--- config.mk ---
export PLATFORM = sky130hd
export DESIGN_NAME = sram_arbiter
export DESIGN_NICKNAME = d
export VERILOG_FILES = /design/src/rtl/sram_arbiter_pkg.sv /design/src/rtl/sram_read_tag_queue.sv /design/src/rtl/sram_arbiter.sv
export SDC_FILE = /design/constraint.sdc
export NUM_CORES = 1
export LEC_CHECK = 0
export ABC_AREA = 1
export BUFFER_PORTS_ARGS = -buffer_cell sky130_fd_sc_hd__buf_2
export CAP_MARGIN = 40
export CORE_MARGIN = 8
export CORE_UTILIZATION = 43
export DETAILED_ROUTE_END_ITERATION = 12
export PLACE_DENSITY_LB_ADDON = 0.2
export SYNTH_ARGS = -nofsm -noshare
export SYNTH_HDL_FRONTEND = slang
export SYNTH_SLANG_ARGS = --single-unit
--- constraint.sdc ---
create_clock -name clock -period 1.46 [get_ports clock]
set_clock_uncertainty 0.2 [all_clocks]
set_input_delay 0.438 -clock clock [delete_from_list [all_inputs] [get_ports clock]]
set_output_delay 0.438 -clock clock [all_outputs]
set_load 0.005 [all_outputs]
--- src/rtl/sram_arbiter_pkg.sv ---
// sram_arbiter_pkg -- shared definitions for the SRAM arbiter slice.
// Holds the requester ordinals, default geometry, FSM state encodings and a
// small ID-to-one-hot helper used by the arbiter and its tests.
package sram_arbiter_pkg;

  // Default SRAM geometry (ZBT part, 512K x 36).
  localparam int DEF_ADDR_W   = 19;
  localparam int DEF_DATA_W   = 36;
  localparam int DEF_READ_LAT = 2;

  localparam int NUM_REQ  = 4;
  localparam int REQ_ID_W = 2;

  // Requester ordinals: bit index into req/wr/grant/rvalid and slice index
  // into addr/wdata.
  localparam logic [1:0] REQ_NTSC = 2'd0;
  localparam logic [1:0] REQ_LPF  = 2'd1;
  localparam logic [1:0] REQ_PT   = 2'd2;
  localparam logic [1:0] REQ_VGA  = 2'd3;

  typedef enum logic [1:0] {
    ST_RUN   = 2'd0,
    ST_DRAIN = 2'd1,
    ST_DONE  = 2'd2
  } arb_state_e;

  // Requester ID -> one-hot requester vector.
  function automatic logic [3:0] id_to_onehot(input logic [1:0] id);
    id_to_onehot = 4'b0001 << id;
  endfunction

endpackage

--- src/rtl/sram_read_tag_queue.sv ---
// sram_read_tag_queue -- fixed-length shift register of {valid, ID} tags.
// One entry is pushed every cycle (valid=0 for idle/write cycles); the entry
// at the tail emerges exactly DEPTH cycles later.
// Ports:
//   clock, reset   clock and asynchronous active-low reset
//   push_valid_i   tag valid for this cycle's transfer
//   push_id_i      requester ID of this cycle's transfer
//   head_valid_o   oldest stage valid
//   head_id_o      oldest stage requester ID
//   empty_o        no stage holds a valid tag
module sram_read_tag_queue #(
  parameter int DEPTH = 3,
  parameter int ID_W  = 2
) (
  input  logic            clock,
  input  logic            reset,
  input  logic            push_valid_i,
  input  logic [ID_W-1:0] push_id_i,
  output logic            head_valid_o,
  output logic [ID_W-1:0] head_id_o,
  output logic            empty_o
);

  logic [DEPTH-1:0] vld_q;
  logic [ID_W-1:0]  id_q [DEPTH];

  // Tag shift register: stage 0 takes the new tag, every stage advances by one.
  always_ff @(posedge clock or negedge reset) begin
    if (!reset) begin
      vld_q <= '0;
      for (int i = 0; i < DEPTH; i++) begin
        id_q[i] <= '0;
      end
    end else begin
      vld_q[0] <= push_valid_i;
      id_q[0]  <= push_id_i;
      for (int i = 1; i < DEPTH; i++) begin
        vld_q[i] <= vld_q[i-1];
        id_q[i]  <= id_q[i-1];
      end
    end
  end

  assign head_valid_o = vld_q[DEPTH-1];
  assign head_id_o    = id_q[DEPTH-1];
  assign empty_o      = ~|vld_q;

endmodule

--- src/rtl/sram_arbiter.sv ---
// sram_arbiter -- four-requester arbiter in front of a ZBT (late-write) SRAM.
// Priority VGA > NTSC > {LPF, PT}. One transfer per cycle, no stalls on
// read/write mixes. A flush drains in-flight reads and writes, then pulses
// flush_done for one cycle.
// Build option: define SRAM_ARB_RR_EN to arbitrate LPF/PT round-robin;
// otherwise LPF has fixed priority over PT.
// Ports:
//   clock, reset         clock and asynchronous active-low reset
//   req/wr/addr/wdata    per-requester request, direction, address, data
//   flush                frame-boundary drain request
//   grant                one-hot combinational grant
//   rvalid, rdata        one-hot read-valid tag and registered read data
//   flush_done           one-cycle drain-complete pulse
//   ram_*                SRAM address/control/data pins
module sram_arbiter
  import sram_arbiter_pkg::*;
#(
  parameter int ADDR_W   = DEF_ADDR_W,
  parameter int DATA_W   = DEF_DATA_W,
  parameter int READ_LAT = DEF_READ_LAT
) (
  input  logic                clock,
  input  logic                reset,
  input  logic [3:0]          req,
  input  logic [3:0]          wr,
  input  logic [4*ADDR_W-1:0] addr,
  input  logic [4*DATA_W-1:0] wdata,
  input  logic                flush,
  output logic [3:0]          grant,
  output logic [3:0]          rvalid,
  output logic [DATA_W-1:0]   rdata,
  output logic                flush_done,
  output logic [ADDR_W-1:0]   ram_addr,
  output logic                ram_we_b,
  output logic [DATA_W-1:0]   ram_wdata,
  output logic                ram_wdata_oe,
  input  logic [DATA_W-1:0]   ram_rdata
);

  arb_state_e state_q, state_d;

  logic [3:0]        grant_int;
  logic [1:0]        sel_id;
  logic              xfer;
  logic              sel_wr;
  logic [ADDR_W-1:0] sel_addr;
  logic [DATA_W-1:0] sel_wdata;

  logic [ADDR_W-1:0] ram_addr_q;
  logic              ram_we_b_q;
  logic [DATA_W-1:0] ram_wdata_q;
  logic              ram_wdata_oe_q;
  logic [3:0]        rvalid_q;
  logic [DATA_W-1:0] rdata_q;

  // Write-data delay line: stage k holds data for the SRAM bus k+1 cycles
  // after the address phase; the output register adds the final cycle.
  logic [READ_LAT-1:0] wdl_vld_q;
  logic [DATA_W-1:0]   wdl_data_q [READ_LAT];

  logic       tag_head_vld;
  logic [1:0] tag_head_id;
  logic       tag_empty;

`ifdef SRAM_ARB_RR_EN
  logic rr_q;  // 0: LPF favoured on a tie, 1: PT favoured
`endif

  // Arbitration and FSM next state.
  always_comb begin
    state_d   = state_q;
    grant_int = 4'b0000;
    sel_id    = REQ_NTSC;
    case (state_q)
      ST_RUN: begin
        if (req[REQ_VGA]) begin
          sel_id = REQ_VGA;
        end else if (req[REQ_NTSC]) begin
          sel_id = REQ_NTSC;
`ifdef SRAM_ARB_RR_EN
        end else if (req[REQ_LPF] && (!req[REQ_PT] || !rr_q)) begin
          sel_id = REQ_LPF;
`else
        end else if (req[REQ_LPF]) begin
          sel_id = REQ_LPF;
`endif
        end else begin
          sel_id = REQ_PT;
        end
        if (|req) begin
          grant_int = id_to_onehot(sel_id);
        end else begin
          grant_int = 4'b0000;
        end
        // A request coinciding with flush is still granted this cycle.
        if (flush) begin
          state_d = ST_DRAIN;
        end else begin
          state_d = ST_RUN;
        end
      end
      ST_DRAIN: begin
        if (tag_empty && !(|wdl_vld_q)) begin
          state_d = ST_DONE;
        end else begin
          state_d = ST_DRAIN;
        end
      end
      ST_DONE: begin
        state_d = ST_RUN;
      end
      default: begin
        state_d = ST_RUN;
      end
    endcase
  end

  assign grant     = reset ? grant_int : 4'b0000;
  assign xfer      = |grant;
  assign sel_wr    = wr[sel_id];
  assign sel_addr  = addr[int'(sel_id)*ADDR_W +: ADDR_W];
  assign sel_wdata = wdata[int'(sel_id)*DATA_W +: DATA_W];

  sram_read_tag_queue #(
    .DEPTH (READ_LAT + 1),
    .ID_W  (REQ_ID_W)
  ) u_tag_queue (
    .clock        (clock),
    .reset        (reset),
    .push_valid_i (xfer & ~sel_wr),
    .push_id_i    (sel_id),
    .head_valid_o (tag_head_vld),
    .head_id_o    (tag_head_id),
    .empty_o      (tag_empty)
  );

  // State, SRAM address phase, write-data pipeline and read-return registers.
  always_ff @(posedge clock or negedge reset) begin
    if (!reset) begin
      state_q        <= ST_RUN;
      ram_addr_q     <= '0;
      ram_we_b_q     <= 1'b1;
      ram_wdata_q    <= '0;
      ram_wdata_oe_q <= 1'b0;
      rvalid_q       <= 4'b0000;
      rdata_q        <= '0;
      wdl_vld_q      <= '0;
      for (int i = 0; i < READ_LAT; i++) begin
        wdl_data_q[i] <= '0;
      end
    end else begin
      state_q <= state_d;
      // Idle cycles keep the last address and deassert write enable.
      if (xfer) begin
        ram_addr_q <= sel_addr;
        ram_we_b_q <= ~sel_wr;
      end else begin
        ram_we_b_q <= 1'b1;
      end
      wdl_vld_q[0]  <= xfer & sel_wr;
      wdl_data_q[0] <= sel_wdata;
      for (int i = 1; i < READ_LAT; i++) begin
        wdl_vld_q[i]  <= wdl_vld_q[i-1];
        wdl_data_q[i] <= wdl_data_q[i-1];
      end
      ram_wdata_oe_q <= wdl_vld_q[READ_LAT-1];
      if (wdl_vld_q[READ_LAT-1]) begin
        ram_wdata_q <= wdl_data_q[READ_LAT-1];
      end else begin
        ram_wdata_q <= ram_wdata_q;
      end
      // The tag head lines up with read data arriving on ram_rdata.
      if (tag_head_vld) begin
        rvalid_q <= id_to_onehot(tag_head_id);
        rdata_q  <= ram_rdata;
      end else begin
        rvalid_q <= 4'b0000;
        rdata_q  <= rdata_q;
      end
    end
  end

`ifdef SRAM_ARB_RR_EN
  // Round-robin pointer flips after every LPF or PT grant.
  always_ff @(posedge clock or negedge reset) begin
    if (!reset) begin
      rr_q <= 1'b0;
    end else if (xfer && (sel_id == REQ_LPF || sel_id == REQ_PT)) begin
      rr_q <= ~rr_q;
    end else begin
      rr_q <= rr_q;
    end
  end
`endif

  assign flush_done   = (state_q == ST_DONE);
  assign ram_addr     = ram_addr_q;
  assign ram_we_b     = ram_we_b_q;
  assign ram_wdata    = ram_wdata_q;
  assign ram_wdata_oe = ram_wdata_oe_q;
  assign rvalid       = rvalid_q;
  assign rdata        = rdata_q;

endmodule

==> results of run 1 <==
==> sequential cells by signal, summed over array words and instances, names as in the netlist <==
signal                 count
u_tag_queue.vld_q          3
state_q                    2
ram_addr                  19
ram_wdata_oe               1
u_tag_queue.head_id_o      2
wdl_vld_q                  2
wdl_data_q                72
ram_wdata                 36
rdata                     36
u_tag_queue.id_q           4
rvalid                     4
ram_we_b                   1
==> kinds of logic (layout without fill, tap and decap cells) <==
kind of cell / after synthesis / in the layout / share of synthesized area [%]
compound gates: 76 / 76 / 6.976
buf+inv: 180 / 668 / 8.870
flops: 182 / 182 / 56.07
mux: 36 / 36 / 4.989
other cells: 0 / 1 / 0
simple gates: 443 / 444 / 23.10
==> layout make-up <==
| cell class | count | area, µm² | area share, % |
|---|---|---|---|
| Timing Repair Buffer | 511 | 3802 | 29.33 |
| Clock inverter | 13 | 166.4 | 1.284 |
| Sequential cell | 182 | 4557 | 35.15 |
| Tap cell | 234 | 292.8 | 2.258 |
| Multi-Input combinational cell | 556 | 3202 | 24.70 |
| Antenna cell | 1 | 2.502 | 0.01930 |
| Inverter | 126 | 501.7 | 3.870 |
| Clock buffer | 18 | 439.2 | 3.388 |
==> worst register-to-register path: cells and delay by family, from the launching register on <==
family | cells | cell delay (ns)
buf+inv | 4 | 0.55
simple gates | 4 | 0.57
compound gates | 1 | 0.09
flops | 1 | 0.40
==> final timing paths <==
path / startpoint / to / cells past startpoint
worst min-delay path: ram_rdata[19] / rdata[19]$_DFFE_PN0P_ / 3
min in group asynchronous: reset / ram_wdata[0]$_DFFE_PN0P_ / 3
worst min register to register: wdl_data_q[53]$_DFF_PN0_ / wdl_data_q[17]$_DFF_PN0_ / 0
max in group asynchronous: reset / wdl_vld_q[1]$_DFF_PN0_ / 3
worst max register to register: state_q[0]$_DFF_PN0_ / wdl_data_q[50]$_DFF_PN0_ / 9
worst max-delay path: state_q[1]$_DFF_PN0_ / grant[1] / 6
==> metal layers <==
metal / global-route usage (%) / vias to the layer above / wire length, µm
li1: - / 3850 / -
met1: 27.43 / 3813 / 11300
met2: 40.54 / 384 / 15280
met3: 6.654 / 60 / 2287
met4: 9.333 / 2 / 860
met5: 0 / - / 13
==> repair_timing <==
| item | CTS | global route |
|---|---|---|
| endpoints found under the setup margin | 160 | 163 |
| buffers inserted | 40 | 33 |
| gates cloned | 18 | 5 |
| hold buffers | 6 | 2 |
| pin swaps | 17 | 63 |
| gates resized for setup | 48 | 108 |
| endpoints found under the hold margin | 6 | 2 |
==> power groups by stage <==
stage / clock [W] / sequential (W) / combinational, W
2_1_floorplan: 0 / 0.00851 / 0.00442
3_3_place_gp: 0 / 0.00848 / 0.00835
3_5_place_dp: 0 / 0.00856 / 0.00846
4_1_cts: 0.00474 / 0.00849 / 0.0117
5_1_grt: 0.00498 / 0.00877 / 0.0140
6_report: 0.00466 / 0.00855 / 0.0130
==> layout by cell type (no fill, tap or decap), drive strengths merged, types with 4 or more instances in the layout <==
cell type / count
or2: 36
nand2: 311
dlygate4sd3: 8
clkbuf: 25
nand3: 78
buf: 495
inv: 130
dfrtp: 181
nor2: 9
clkinvlp: 4
nor3: 7
mux2: 36
o211ai: 72
==> through the flow <==
step | area, µm² | worst slack, ns | hold WS (ns) | util [%]
final | 12960 | -0.5725 | 0.01133 | 69.54
after global placement | 10620 | -0.4237 | 0.1321 | 56.98
after global routing | 12960 | -0.6579 | 0.0007329 | 69.54
after floorplan | 8187 | -0.1108 | -0.05759 | -
after detailed placement | 10620 | -0.5010 | 0.1347 | 56.98
after CTS | 12350 | -0.5379 | 0.0006215 | 66.25
==> results.toml, run 1 <==
[critical_path]
cpMaxStageDelayCell = "sky130_fd_sc_hd__dfrtp_1"
critical_path.max_fanout = 3
critPathLaunchType = "flip-flop"
endpoint_kind = "output port"
setup.worst_path.class = "flip-flop to output port"
worstPathBufferInverterCount = 2
worst_path_max_stage_delay_ns = 0.40
list_of_cells_traversed_by_the_critical_path = "inv_2 -> nand2_4 -> nor2_4 -> nand2_2 -> nor2_1 -> buf_2"
worst_ep_arrival_time_ns = 1.39
required_ns = 0.82
worst_path_dominant_cell_family = "flip-flops"
timing.reg2reg.setup_slack_ns = -0.46

[global_routing]
grt_pass1_vias = 8102
aggregate_global_route_resource_usage_pct = 23.58
antenna_violations_before_repair = 2
first_pass_grt_wire_length_mm = 43.44
overflow = 0
pin_count_of_the_biggest_net_entering_global_routing = 123

[place]
placed_cells_incl_taps = 1515
routability_congestion_estimate = 0.8500
dpl.hpwl_mm = 19.10
io_buffer_count = 368

[clocking]
cts_root_buffer = "sky130_fd_sc_hd__clkbuf_16"
htree_num_levels = 4
worst_setup_hold_path_clk_slew_ns = 0.07
clock_insertion_delay_worst_skew_ns = 0.43
cts_bufs_inserted = 17
ctsLongestPathBuffers = 2
tritoncts = "built"
clock_sink_count = 182

[yosys]
synth_fp_nets = 1184
post_synth_num_cell_types = 26
synth_ff_type = "sky130_fd_sc_hd__dfrtp_1"
synth_most_common_cell = "sky130_fd_sc_hd__nand2_1"
post_synth_main_area_contributors = "sky130_fd_sc_hd__dfrtp_1, sky130_fd_sc_hd__nand2_1, sky130_fd_sc_hd__o211ai_1, sky130_fd_sc_hd__inv_1, sky130_fd_sc_hd__mux2_2"
synthDominantAreaCellType = "sky130_fd_sc_hd__dfrtp_1"
ys_warn_count = 0
synthesis.area_per_instance_um2 = 8.861
yosysSeqAreaShare_pct = 56.07
synth_commonest_cells = "sky130_fd_sc_hd__nand2_1, sky130_fd_sc_hd__dfrtp_1, sky130_fd_sc_hd__inv_1"
synth_seq_cells = 182
synthesis.instances = 917
ys_async_sr_fraction_pct = 100.0
synth_top_area_share_pct = 55.74
synth_area_um2 = 8125
synth_enable_flop_cells = 0

[timing]
timing_hold_violations_final = 0
finalMaxSlewViolations = 0
post-route-min-period_ns = 2.032
timing.fmax_ghz = 0.4920
period_share_pct = 139.2
slew_at_the_pin_with_the_worst_max_slew_slack_ns = 0.7737
final_critical_path_setup_slack_ns = -0.5725
unrepaired_setup_endpoints_after_global_routing = "yes"
finalSetupTns_ns = -34.80
worst_slew_margin_rel_pct = 48.42
finalSetupViolations = 162

[power_and_ir_drop]
p_sw_w = 0.009013
internal-power_w = 0.01717
switching_share_pct = 34.42
power.density_cell_area_nw_per_um2 = 2020
p_leak_nw = 7.156
power_w = 0.02619
pwr-share-clk_pct = 17.8
pwr-share-comb_pct = 49.6
p_seq_share_pct = 32.7
vdd.ir_drop.worst_mv = 0.9858

[route]
antenna_violating_nets_post_route = 0
drt_first_pass_iters = 5
routed-via-count = 8109
drt_drc_violations_left = 0
detail_route.vias_per_cell = 4.941
wire_per_inst_um = 18.13
detail_route.iter0.violations = 410
wl_mm = 29.74

[finish]
fillCellCount = 1419
fraction_of_layout_cells_with_a_size_suffix_above_1_pct = 46.87
post_layout_nonfiller_instances = 1641
syn2layout_area_growth_pct = 59.55
finalNetCount = 1661

[flow_run]
max_cap_violations = 0

[floorplan]
floorplan.initialDensity_pct = 43.58
floorplan.die_area_um2 = 23550
dieWidth_um = 153.5
die_h_um = 153.5
fp-row-count = 50
core_region_area_um2 = 18640
floorplan.io_pins = 369

[status]
run_status = "complete, but fails checks"
failed_checks = "negative setup slack"

[min_path]
timing.hold.worst.class = "input pin to flip-flop"
No activity file was read; power rests on OpenSTA's default activity.
==> run 2, diff against run 1 <==
Settings changed: SETUP_SLACK_MARGIN set to 0.1, SYNTH_HIERARCHICAL set to 1.
==> results.toml, run 2 <==
[yosys]
post_synth_main_area_contributors = "sky130_fd_sc_hd__dfrtp_1, sky130_fd_sc_hd__nand2_1, sky130_fd_sc_hd__o211ai_1, sky130_fd_sc_hd__inv_1, sky130_fd_sc_hd__mux2_2"
ys_async_sr_fraction_pct = 100.0
synth_commonest_cells = "sky130_fd_sc_hd__nand2_1, sky130_fd_sc_hd__dfrtp_1, sky130_fd_sc_hd__inv_1"
yosysSeqAreaShare_pct = 55.87
synth_ff_type = "sky130_fd_sc_hd__dfrtp_1"
synth_fp_nets = 1190
ys_warn_count = 6
synth_most_common_cell = "sky130_fd_sc_hd__nand2_1"
post_synth_num_cell_types = 26
synth_top_area_share_pct = 55.55
synthesis.area_per_instance_um2 = 8.834
synth_enable_flop_cells = 0
synthDominantAreaCellType = "sky130_fd_sc_hd__dfrtp_1"
synthesis.instances = 923
synth_seq_cells = 182
synth_area_um2 = 8154

[finish]
post_layout_nonfiller_instances = 1619
fraction_of_layout_cells_with_a_size_suffix_above_1_pct = 43.06
largest_register_ff_count = 72
final_core_utilization_pct = 65.78
fillCellCount = 1544
layout.cells.most_common_list = "sky130_fd_sc_hd__buf_2, sky130_fd_sc_hd__nand2_1, sky130_fd_sc_hd__dfrtp_1"
final_common_cell = "sky130_fd_sc_hd__buf_2"
registers.top_by_ff_count = "wdl_data_q"
finalNetCount = 1638
syn2layout_area_growth_pct = 50.39

[critical_path]
list_of_cells_traversed_by_the_critical_path = "inv_2 -> nand2_4 -> nor2_4 -> nand2_2 -> nor2_2 -> buf_2"
cpMaxStageDelayCell = "sky130_fd_sc_hd__dfrtp_1"
critPathLaunchType = "flip-flop"
critical_path.max_fanout = 3
endpoint_kind = "output port"
worst_path_max_stage_delay_ns = 0.40
r2r-start = "state_q[1]$_DFF_PN0_"
setup.worst_path.class = "flip-flop to output port"
worst_ep_arrival_time_ns = 1.40
worst_path_dominant_cell_family = "flip-flops"
worstPathBufferInverterCount = 2
required_ns = 0.82
startpoint = "state_q[0]$_DFF_PN0_"

[route]
wl_mm = 28.13
wire_per_inst_um = 17.37
drt_drc_violations_left = 0
drt_first_pass_iters = 5
routed-via-count = 7830
antenna_violating_nets_post_route = 0
detail_route.iter0.violations = 383
detail_route.vias_per_cell = 4.836

[floorplan]
dieWidth_um = 153.7
die_h_um = 153.7
floorplan.io_pins = 369
core_region_area_um2 = 18640
fp-row-count = 50
floorplan.initialDensity_pct = 43.74
floorplan.die_area_um2 = 23630

[status]
failed_checks = "negative setup slack"
run_status = "complete, but fails checks"

[global_routing]
overflow = 0
pin_count_of_the_biggest_net_entering_global_routing = 121
first_pass_grt_wire_length_mm = 43.13
aggregate_global_route_resource_usage_pct = 23.24
grt_pass1_vias = 8159
antenna_violations_before_repair = 3

[clocking]
clock_sink_count = 182
cts_root_buffer = "sky130_fd_sc_hd__clkbuf_16"
worst_setup_hold_path_clk_slew_ns = 0.08
htree_num_levels = 4
cts_bufs_inserted = 17
ctsLongestPathBuffers = 2
clock_insertion_delay_worst_skew_ns = 0.43
tritoncts = "built"

[timing]
post-route-min-period_ns = 2.034
final_critical_path_setup_slack_ns = -0.5737
worst_slew_margin_rel_pct = 47.56
unrepaired_setup_endpoints_after_global_routing = "yes"
finalSetupTns_ns = -37.45
timing_hold_violations_final = 0
timing.fmax_ghz = 0.4917
finalSetupViolations = 162
finalMaxSlewViolations = 0
period_share_pct = 139.3
slew_at_the_pin_with_the_worst_max_slew_slack_ns = 0.7866

[place]
placed_cells_incl_taps = 1507
dpl.hpwl_mm = 19.63
routability_congestion_estimate = 0.8481
io_buffer_count = 368
dp_slack_ns = -0.5320

[power_and_ir_drop]
power_w = 0.02419
vdd.ir_drop.worst_mv = 0.8803
p_leak_nw = 6.833
power.density_cell_area_nw_per_um2 = 1973

[min_path]
timing.hold.worst.class = "input pin to flip-flop"
min_from = "ram_rdata[11]"

[flow_run]
max_cap_violations = 0
==> run 2: cell count changes in the layout (fill, tap and decap cells not counted), moves of 7 or more <==
| cell | change |
|---|---|
| sky130_fd_sc_hd__buf_8 | -7 |
| sky130_fd_sc_hd__or2_2 | +15 |
| sky130_fd_sc_hd__nand2_4 | -7 |
| sky130_fd_sc_hd__buf_6 | -10 |
| sky130_fd_sc_hd__nand3_2 | -16 |
| sky130_fd_sc_hd__buf_4 | -9 |
| sky130_fd_sc_hd__nand3_1 | +17 |
| sky130_fd_sc_hd__or2_4 | -19 |
| sky130_fd_sc_hd__buf_12 | -9 |
| sky130_fd_sc_hd__nand2_1 | +13 |
==> run 2: power breakdown <==
group / internal, W / total, W / switching (W) / leakage [nW]
Combinational: 0.00584 / 0.0113 / 0.00543 / 4.36
Clock: 0.00231 / 0.00441 / 0.00210 / 0.276
Sequential: 0.00749 / 0.00850 / 0.00102 / 2.19
Total: 0.0156 / 0.0242 / 0.00855 / 6.83
==> run 2: worst reg2reg max path, delay by kind of cell (launching register included) <==
family                 cells  cell delay [ns]
buffers and inverters      4             0.55
AO/OA/AOI/OAI              1             0.08
AND/OR/NAND/NOR            4             0.56
flip-flops                 1             0.40
==> run 2: area by class of cell <==
class	instances	area (µm²)	share of cell area (%)
diodes	1	2.502	0.02041
well taps	234	292.8	2.388
clock buffers	18	439.2	3.581
clock inverters	14	135.1	1.102
inverters	128	513.0	4.183
flip-flops and latches	182	4557	37.16
repair buffers	481	3269	26.66
repair inverters	4	63.81	0.5204
multi-input cells	557	2990	24.39
==> run 2: final timing paths <==
| check | endpoint | slack (ns) | cells after the start |
|---|---|---|---|
| worst min register to register | wdl_data_q[18]$_DFF_PN0_ | 0.14 | 0 |
| min in group asynchronous | ram_wdata[20]$_DFFE_PN0P_ | 0.05 | 3 |
| worst max register to register | wdl_data_q[56]$_DFF_PN0_ | -0.46 | 9 |
| worst max-delay path | grant[1] | -0.57 | 6 |
| worst min-delay path | rdata[11]$_DFFE_PN0P_ | 0.01 | 3 |
| max in group asynchronous | wdl_vld_q[1]$_DFF_PN0_ | 0.33 | 3 |
==> run 2: through the flow <==
step,instance area (µm²),hold WS (ns)
finish,12260,0.01313
global route,12260,0.007114
CTS,11990,0.0001847
detailed placement,10510,0.1347
global placement,10510,0.1322
floorplan,8252,-0.05759
==> run 2: cells by family (layout without fill, tap and decap cells) <==
group	count (synthesis)	in the layout	synth area share, %
DFF	182	182	55.87
and+or+nand+nor	446	446	23.12
other	0	1	0
buffers and inverters	184	645	9.145
AOI/OAI and AO/OA	75	75	6.890
muxes	36	36	4.972
==> run 2: layer usage <==
layer	global-route usage, %	vias to the layer above	part of all wire [%]
li1	-	3802	-
met1	26.92	3635	40
met2	39.69	333	49
met3	7.203	58	7.8
met4	9.006	2	3.0
met5	0	-	0.046
==> run 2: repair_timing <==
item,4_1_cts,5_1_grt
resized for setup,52,17
pin swaps,17,17
endpoints found under the hold margin,14,0
hold buffers,14,0
setup endpoints to repair,162,163
cloned,11,3
buffers inserted,32,19
==> run 3, diff against run 2 <==
Settings changed: HOLD_SLACK_MARGIN set to 0.12, PLACE_DENSITY set to 0.77, PLACE_DENSITY_LB_ADDON 0.2 to unset.
==> results.toml, run 3 (synthesized netlist as in run 2, its figures left out) <==
[status]
run_status = "complete, but fails checks"
failed_checks = "negative setup slack"

[flow_run]
max_cap_violations = 0

[route]
antenna_violating_nets_post_route = 0
drt_first_pass_iters = 5
wl_mm = 36.19
wire_per_inst_um = 20.55
detail_route.vias_per_cell = 5.233
drt_drc_violations_left = 0
routed-via-count = 9216
detail_route.iter0.violations = 615

[floorplan]
floorplan.io_pins = 369
core_region_area_um2 = 18640
fp-row-count = 50
dieWidth_um = 153.7
floorplan.initialDensity_pct = 43.74
floorplan.die_area_um2 = 23630
die_h_um = 153.7

[global_routing]
aggregate_global_route_resource_usage_pct = 27.59
overflow = 0
grt_pass1_vias = 9611
first_pass_grt_wire_length_mm = 50.98
antenna_violations_before_repair = 7
pin_count_of_the_biggest_net_entering_global_routing = 140

[clocking]
tritoncts = "built"
clock_sink_count = 182
cts_bufs_inserted = 17
clock_insertion_delay_worst_skew_ns = 0.42
cts_root_buffer = "sky130_fd_sc_hd__clkbuf_16"
worst_setup_hold_path_clk_slew_ns = 0.07
ctsLongestPathBuffers = 2
htree_num_levels = 4

[timing]
timing.fmax_ghz = 0.4723
period_share_pct = 145.0
timing_hold_violations_final = 0
finalMaxSlewViolations = 0
finalSetupViolations = 162
worst_slew_margin_rel_pct = 53.16
slew_at_the_pin_with_the_worst_max_slew_slack_ns = 0.7026
post-route-min-period_ns = 2.118
final_critical_path_setup_slack_ns = -0.6575
unrepaired_setup_endpoints_after_global_routing = "yes"
worst_case_hold_slack_ns = 0.09340

[critical_path]
worst_ep_arrival_time_ns = 1.48
r2r-start = "state_q[0]$_DFF_PN0_"
required_ns = 0.82
critical_path.max_fanout = 3
timing.rr.end = "wdl_data_q[58]$_DFF_PN0_"
worst_path_max_stage_delay_ns = 0.40
critPathLaunchType = "flip-flop"
cpMaxStageDelayCell = "sky130_fd_sc_hd__dfrtp_1"
timing.reg2reg.setup_slack_ns = -0.58
setup.worst_path.class = "flip-flop to output port"
list_of_cells_traversed_by_the_critical_path = "inv_2 -> nand2_4 -> nor2_4 -> buf_6 -> nand3_2 -> inv_1 -> buf_2"
endpoint_kind = "output port"
rr_worst_depth = 11

[finish]
finalNetCount = 1776
syn2layout_area_growth_pct = 73.98
registers.top_by_ff_count = "wdl_data_q"
fraction_of_layout_cells_with_a_size_suffix_above_1_pct = 45.07
multi_input_area_um2 = 3296
fillCellCount = 1106
layout.cells.most_common_list = "sky130_fd_sc_hd__buf_2, sky130_fd_sc_hd__nand2_1, sky130_fd_sc_hd__dfrtp_1"
fin_area_um2 = 14190
largest_register_ff_count = 72
regArea_um2 = 4559
final_common_cell = "sky130_fd_sc_hd__buf_2"

[power_and_ir_drop]
p_leak_nw = 7.669
vdd.ir_drop.worst_mv = 0.8918
power.density_cell_area_nw_per_um2 = 1920

[place]
dpl.hpwl_mm = 19.98
dp_slack_ns = -0.4979
placed_area_um2 = 10520
io_buffer_count = 368
routability_congestion_estimate = 0.8649

[min_path]
timing.hold.worst.class = "input pin to asynchronous set/reset pin"
-- run 3: cell types whose count changed in the layout (fill, tap and decap cells not counted), moves of 9 or more --
cell / delta
sky130_fd_sc_hd__buf_6: +10
sky130_fd_sc_hd__or2_2: -18
sky130_fd_sc_hd__dlygate4sd3_1: +95
sky130_fd_sc_hd__nand2_1: -12
sky130_fd_sc_hd__or2_4: +18
sky130_fd_sc_hd__buf_4: +16
sky130_fd_sc_hd__nand2_2: +9
sky130_fd_sc_hd__nand3_2: +28
sky130_fd_sc_hd__nand3_1: -32
-- run 3: through the flow --
step	util, %	instances	setup TNS [ns]	total power, W
final	76.09	1761	-40.98	0.02723
after global routing	76.08	1760	-48.77	0.02858
after CTS	71.66	1707	-46.31	0.02484
after detailed placement	56.45	1507	-32.53	0.01688
after global placement	56.45	1507	-30.44	0.01654
after floorplan	-	923	-3.430	0.01307
-- run 3: worst max-delay path by stage --
stage                         startpoint                       end  slack [ns]  depth (start not counted)
floorplan                         req[0]  wdl_data_q[47]$_DFF_PN0_       -0.12                          9
global placement                  req[0]  wdl_data_q[56]$_DFF_PN0_       -0.44                          9
detailed placement                req[0]  wdl_data_q[69]$_DFF_PN0_       -0.50                          9
CTS                 state_q[1]$_DFF_PN0_                  grant[0]       -0.62                          6
global route        state_q[0]$_DFF_PN0_                  grant[2]       -0.72                          7
finish              state_q[1]$_DFF_PN0_                  grant[2]       -0.66                          7
-- run 3: critical path: cells and delay by family, from the launching register on --
family | cells | cell delay, ns
and+or+nand+nor | 3 | 0.28
DFF | 1 | 0.40
buffers and inverters | 4 | 0.39
-- run 3: area by class of cell --
cell class                 count  share of cell area, %
timing repair buffer         618                  34.18
timing repair inverter         4                 0.4851
antenna                        5                0.08820
multi-input combinational    558                  23.23
tap                          234                  2.064
clock buffer                  19                  3.193
sequential                   182                  32.14
clock inverter                13                 0.9349
inverter                     128                  3.687
-- run 3: report_power, final --
part | total, W | internal [W] | switching [W]
combinational | 0.0140 | 0.00735 | 0.00664
sequential | 0.00874 | 0.00750 | 0.00124
clock | 0.00451 | 0.00236 | 0.00214
total | 0.0272 | 0.0172 | 0.0100
-- run 3: routing by layer --
metal	GRT usage (%)	wire [µm]	share of wire, %	up-vias
met1	29.43	12970	36	4384
li1	-	-	-	4084
met4	14.47	1464	4.0	6
met2	48.30	18400	51	609
met3	8.688	3312	9.2	133
met5	0	40	0.11	-
-- run 3: timing repair --
action                                  CTS  global route
setup buffers                            40            48
gates resized for setup                  81           106
pin swaps                                31           111
hold buffers                            109             0
endpoints found under the setup margin  162           177
endpoints found under the hold margin   116             0
cloned                                   20             9
